## config.mk

```make
export PLATFORM = sky130hd
export DESIGN_NAME = prog_timer
export DESIGN_NICKNAME = d
export VERILOG_FILES = /design/src/rtl/prog_timer.sv
export SDC_FILE = /design/constraint.sdc
export NUM_CORES = 1
export LEC_CHECK = 0
export ABC_AREA = 1
export ABC_CLOCK_PERIOD_IN_PS = 2400
export BUFFER_PORTS_ARGS = -buffer_cell sky130_fd_sc_hd__buf_2
export CORE_ASPECT_RATIO = 1.75
export CORE_MARGIN = 2
export CORE_UTILIZATION = 40
export CTS_CLUSTER_DIAMETER = 60
export DETAILED_ROUTE_END_ITERATION = 10
export PLACE_DENSITY = 0.66
export RECOVER_POWER = 25
export SLEW_MARGIN = 40
export SYNTH_ARGS = -nofsm -noshare
export SYNTH_HDL_FRONTEND = slang
export SYNTH_SLANG_ARGS = --single-unit
```

## constraint.sdc

```tcl
create_clock -name clk -period 2.4 [get_ports clk]
set_input_delay 0.6 -clock clk [delete_from_list [all_inputs] [get_ports clk]]
set_output_delay 0.6 -clock clk [all_outputs]
set_load 0.02 [all_outputs]
```

## src/rtl/prog_timer.sv

```systemverilog
// prog_timer: programmable tick timer with prescaler, one-shot and periodic modes.
//
// Ports:
//   clk        - single clock, all logic on the rising edge
//   rst        - synchronous active-high reset
//   start      - pulse: begin counting, or restart if already running
//   stop       - pulse: abort counting and return to idle
//   pause      - level: while high in RUN, prescaler and counter hold
//   mode       - 0 = one-shot, 1 = periodic; sampled at start and at each wrap
//   period_wr  - write strobe for period_in (a zero value is ignored)
//   period_in  - new period, in ticks
//   timeout    - registered one-cycle pulse at period expiry
//   busy       - high in RUN, including while paused
//   count      - current tick count, 0..active_period-1
//   period     - shadow period register
//
// Control is pulse/level based with no handshake: start, stop and period_wr
// act on the edge where they are sampled high. Per-edge priority is
// rst > stop > start > pause > tick.
module prog_timer #(
  parameter int              CNT_WIDTH      = 32,
  parameter int              PRESCALE       = 1,
  parameter longint unsigned DEFAULT_PERIOD = 100_000_000
) (
  input  logic                 clk,
  input  logic                 rst,
  input  logic                 start,
  input  logic                 stop,
  input  logic                 pause,
  input  logic                 mode,
  input  logic                 period_wr,
  input  logic [CNT_WIDTH-1:0] period_in,
  output logic                 timeout,
  output logic                 busy,
  output logic [CNT_WIDTH-1:0] count,
  output logic [CNT_WIDTH-1:0] period
);

  localparam int PW = (PRESCALE > 1) ? $clog2(PRESCALE) : 1;
  localparam logic [PW-1:0]        PRESC_MAX = PW'(PRESCALE - 1);
  localparam logic [CNT_WIDTH-1:0] DEF_P     = CNT_WIDTH'(DEFAULT_PERIOD);

  typedef enum logic {
    IDLE = 1'b0,
    RUN  = 1'b1
  } state_t;

  state_t               state_q;
  state_t               state_d;
  logic [PW-1:0]        presc_q;
  logic [CNT_WIDTH-1:0] count_q;
  logic [CNT_WIDTH-1:0] shadow_q;
  logic [CNT_WIDTH-1:0] act_period_q;
  logic                 act_mode_q;

  logic wr_valid;
  logic tick;
  logic terminal;

  assign wr_valid = period_wr && (period_in != '0);
  assign tick     = (state_q == RUN) && !pause && (presc_q == PRESC_MAX);
  assign terminal = tick && (count_q == act_period_q - CNT_WIDTH'(1));

  // State register
  always_ff @(posedge clk) begin
    if (rst) state_q <= IDLE;
    else     state_q <= state_d;
  end

  // Next-state logic
  always_comb begin
    state_d = state_q;
    if (stop)
      state_d = IDLE;
    else if (start)
      state_d = RUN;
    else if ((state_q == RUN) && terminal && !act_mode_q)
      state_d = IDLE;
  end

  // Output logic
  always_comb begin
    busy   = (state_q == RUN);
    count  = count_q;
    period = shadow_q;
  end

  // Datapath: prescaler, counter, shadow/active period, timeout pulse
  always_ff @(posedge clk) begin
    if (rst) begin
      presc_q      <= '0;
      count_q      <= '0;
      shadow_q     <= DEF_P;
      act_period_q <= DEF_P;
      act_mode_q   <= 1'b0;
      timeout      <= 1'b0;
    end else begin
      timeout <= 1'b0;
      if (wr_valid)
        shadow_q <= period_in;

      if (stop) begin
        presc_q <= '0;
        count_q <= '0;
      end else if (start) begin
        presc_q      <= '0;
        count_q      <= '0;
        // A write in the start cycle goes straight through to the new run.
        act_period_q <= wr_valid ? period_in : shadow_q;
        act_mode_q   <= mode;
      end else if ((state_q == RUN) && !pause) begin
        presc_q <= tick ? '0 : presc_q + PW'(1);
        if (tick) begin
          if (terminal) begin
            count_q <= '0;
            timeout <= 1'b1;
            if (act_mode_q) begin
              // Periodic wrap picks up whatever the shadow/mode hold now.
              act_period_q <= shadow_q;
              act_mode_q   <= mode;
            end
          end else begin
            count_q <= count_q + CNT_WIDTH'(1);
          end
        end
      end
    end
  end

endmodule

```

==> qor_table.md <==
| Result | This run |
|:---|:---|
| Run status | complete, but fails checks |
| Violated checks | setup timing |
| Port buffer count | 104 |
| Via count of the first global-routing pass | 7,314 |
| Aggregate routed wire length | 21,800 µm |
| Pin count of the biggest net entering global routing | 43 |
| GR Util met3 | 2.67% |
| Library cell contributing the largest single delay on the critical path | sky130_fd_sc_hd__dfxtp_2 |
| P_int | 0.00285 W |
| Via density per instance | 4.98 |
| GRT Total Usage | 24.9% |
| List of most frequent post-synthesis cells | sky130_fd_sc_hd__nand2_1 (340), sky130_fd_sc_hd__inv_1 (150), sky130_fd_sc_hd__nor2_1 (146) |
| Combined area of all synthesized cells | 6730 µm² |
| Post-route worst setup slack | -0.0557 ns |
| Count of synthesis-stage warnings from yosys | 0 |
| Nets | 1,326 |
| Number of antenna violations at the first check in global routing | 0 |
| Total number of H-tree levels | 3 |
| Switching Share | 32.6% |
| Tmin final | 2.46 ns |
| Slew @ Worst Pin | 0.544 ns |
| Dominant cell type by count on the critical path | sky130_fd_sc_hd__nor2_4 |
| Sequential share of power | 42.5% |
| Number of cells produced by synthesis | 1,114 |
| Starting DRC count in detailed routing | 307 |
| Required time at the endpoint of the critical path | 2.65 ns |
| Synthesized area divided by synthesized cell count | 6.04 µm² |
| Non-filler cells in the finished layout | 1,514 |
| GR peak layer | met2 |
| Placed cell count | 1,490 |
| DR vias | 7,544 |
| Reg-to-reg slack, setup | -0.06 ns |
| Layout area overhead | 29.8% |
| Die extent in x | 102 µm |
| Effective utilization at floorplan | 40.9% |
| Leading cell types by total area after synthesis | sky130_fd_sc_hd__dfxtp_1 (30%), sky130_fd_sc_hd__nand2_1 (19%), sky130_fd_sc_hd__inv_1 (8.4%) |
| Fmax | 407 MHz |
| Post-Place Cell Area | 8100 µm² |
| Routability Congestion | 0.953 |
| Kind of launch point of the worst setup path | flop |
| Unrepaired setup endpoints after global routing | true |
| Antenna diodes | 0 |
| HPWL after detailed placement | 16,900 µm |
| Total core area | 16,400 µm² |
| Most used flip-flop cell after synthesis | sky130_fd_sc_hd__dfxtp_1 |
| Dominant delay contributor by cell family on the critical path | simple AND/OR/NAND/NOR gates |
| First-pass GRT wire length | 35,100 µm |
| Die Area | 17,900 µm² |
| Sw Pwr | 0.00138 W |
| Share of power burned in combinational logic | 21.5% |
| CP peak stage delay | 0.33 ns |
| Register clock-pin slew on the reported worst setup and hold paths | 0.08 ns |
| Share of the core filled with cells | 53.2% |
| Yosys top cell area share | 29.7% |
| Antenna-violating nets left | 0 |
| Count of unresolved DRC violations after routing | 0 |
| PD cells | 484 nW/µm² |
| Number of enable-type register cells in the synthesized netlist | 0 |
| Post-route fraction of the period consumed by the critical path | 102% |
| Most frequent cell after synthesis | sky130_fd_sc_hd__nand2_1 |
| Grt total ovfl | 0 |
| Peak supply drop | 0.324 mV |
| Drt wl/cell | 14.4 µm |
| Leading area contributor after synthesis | sky130_fd_sc_hd__dfxtp_1 |
| Global-route met1 utilization | 25.8% |
| Post-synth net total | 1,155 |
| Unique cell type count in the Yosys netlist | 40 |
| Slew HR | 63.4% |
| CTS tree | done |
| Proportion of synthesized flip-flops having asynchronous set or reset | 0% |
| Global-route met2 utilization | 47.5% |
| Fin. max-slew vios | 0 |
| Num rows | 62 |
| Area of all placed cells without fillers | 8740 µm² |
| Length of the first detailed-routing pass in iterations | 5 |
| Clock buffers created by TritonCTS | 9 |
| Crit path max fanout | 9 |
| Floorplan die height | 176 µm |
| Maximum Capacitance Violations | 0 |
| Bufs on Longest Clock Path | 2 |
| Clk pwr share | 36.0% |
| Worst Path Buf+Inv | 2 |
| Number of hold buffers added after CTS | 0 |
| Fraction of layout cells with a size suffix above 1 | 21.0% |
| Cell at the root of the clock tree | sky130_fd_sc_hd__clkbuf_16 |
| Part of the Yosys area used for sequential elements | 29.7% |
| Total chip power | 0.00423 W |
| Final hold viol count | 0 |
| Number of setup violations in the final report | 40 |
| Path type of the worst setup path | reg2reg |
| Flip-flop and latch count after synthesis | 100 |
| Arrival time of data at the critical path endpoint | 2.70 ns |
| Top Ports | 105 |
| Worst min path class | reg2reg |
| Leakage Power | 4.08 nW |
| Type of element capturing the critical path | flop |
| Final total negative setup slack | -1.05 ns |
| Critical path, cell by cell | buf_4 -> nor2_4 -> nand2_4 -> nor2_4 -> nand2_1 -> o21ai_1 -> nand2_1 -> nor2_1 -> nand2_2 -> nor2_4 -> nand3_4 -> nand2_2 -> clkinvlp_4 -> nand3_1 -> o31ai_1 |
| Worst Clk Skew | 0.0140 ns |
| Number of sinks driven by the clock tree | 100 |
| Clock latency reported for the late side of the worst-skew pair | 0.36 ns |
[power by group through the flow]
stage | logic, W | registers [W] | clock network, W
3_3_place_gp | 0.000829 | 0.00183 | 0
5_1_grt | 0.00102 | 0.00181 | 0.00161
4_1_cts | 0.000898 | 0.00179 | 0.00155
3_5_place_dp | 0.000841 | 0.00183 | 0
2_1_floorplan | 0.000499 | 0.00186 | 0
6_report | 0.000909 | 0.00180 | 0.00152
[layer usage]
layer,up-vias,share of wire [%]
met4,0,5.0
met5,-,0
met1,3404,37
li1,3879,-
met2,197,55
met3,64,3.3
[through the flow]
stage	worst slack, ns	hold WS [ns]
2_1_floorplan	0.150	0.429
5_1_grt	-0.206	0.492
4_1_cts	-0.00857	0.461
3_3_place_gp	-0.203	0.441
3_5_place_dp	-0.224	0.449
6_report	-0.0557	0.453
[layout make-up]
class,count,area (µm²)
multi-input cells,816,4230
clock inverters,6,62.6
fillers,1740,7700
repair buffers,199,1330
well taps,224,280
inverters,159,601
flip-flops and latches,100,2010
clock buffers,10,239
[worst paths after layout]
check | startpoint | endpoint | cells past startpoint
max reg2reg | act_period_q[1] | count[0] | 15
min | presc_q | presc_q | 2
max | act_period_q[1] | count[0] | 15
min reg2reg | presc_q | presc_q | 2
[worst min-delay path, cell delays in order (launching register included)]
cell                      delay (ns)
sky130_fd_sc_hd__dfxtp_1        0.32
sky130_fd_sc_hd__nand2_1        0.06
sky130_fd_sc_hd__nor2_1         0.03
[registers in the layout (all words and copies together), names as in the netlist]
signal / count
act_mode_q: 1
act_period_q: 32
busy: 1
count: 32
period: 32
presc_q: 1
timeout: 1
[cell usage in the layout (no fill, tap or decap), types with 3 or more instances in the layout]
cell                          n
sky130_fd_sc_hd__xnor2_1     16
sky130_fd_sc_hd__nor2_4      14
sky130_fd_sc_hd__inv_2        9
sky130_fd_sc_hd__a21oi_1     12
sky130_fd_sc_hd__nand4_1     52
sky130_fd_sc_hd__dfxtp_1     97
sky130_fd_sc_hd__buf_4       84
sky130_fd_sc_hd__nand2_4      5
sky130_fd_sc_hd__dfxtp_2      3
sky130_fd_sc_hd__nand3_4      4
sky130_fd_sc_hd__nand3b_1    32
sky130_fd_sc_hd__nor4_1      16
sky130_fd_sc_hd__nand2_1    329
sky130_fd_sc_hd__o21bai_1     4
sky130_fd_sc_hd__nand3_1     67
sky130_fd_sc_hd__nand2_2     12
sky130_fd_sc_hd__o21ai_1      5
sky130_fd_sc_hd__nand3_2      5
sky130_fd_sc_hd__nor2_1     129
sky130_fd_sc_hd__clkbuf_16    9
sky130_fd_sc_hd__buf_12       6
sky130_fd_sc_hd__buf_2       75
sky130_fd_sc_hd__nor3_1      16
sky130_fd_sc_hd__nor3_2       3
sky130_fd_sc_hd__o21ai_0     28
sky130_fd_sc_hd__inv_1      147
sky130_fd_sc_hd__xor2_1      28
sky130_fd_sc_hd__inv_8        4
sky130_fd_sc_hd__clkbuf_1    29
sky130_fd_sc_hd__nor2_2      18
[cells by family after synthesis]
family / Yosys count / synth area share, %
buffers and inverters: 199 / 11.4
and+or+nand+nor: 709 / 47.8
xor gates and xnor gates: 45 / 5.85
AOI/OAI and AO/OA: 59 / 4.85
adders and majority gates: 2 / 0.372
DFF: 100 / 29.7
[repair_timing]
action / 4_1_cts / 5_1_grt
setup endpoints to repair: 55 / 66
pin swaps: 16 / 22
gates cloned: 3 / 0
setup buffers: 6 / 2
resized for setup: 32 / 43
Power figures use the tool's default switching activity.
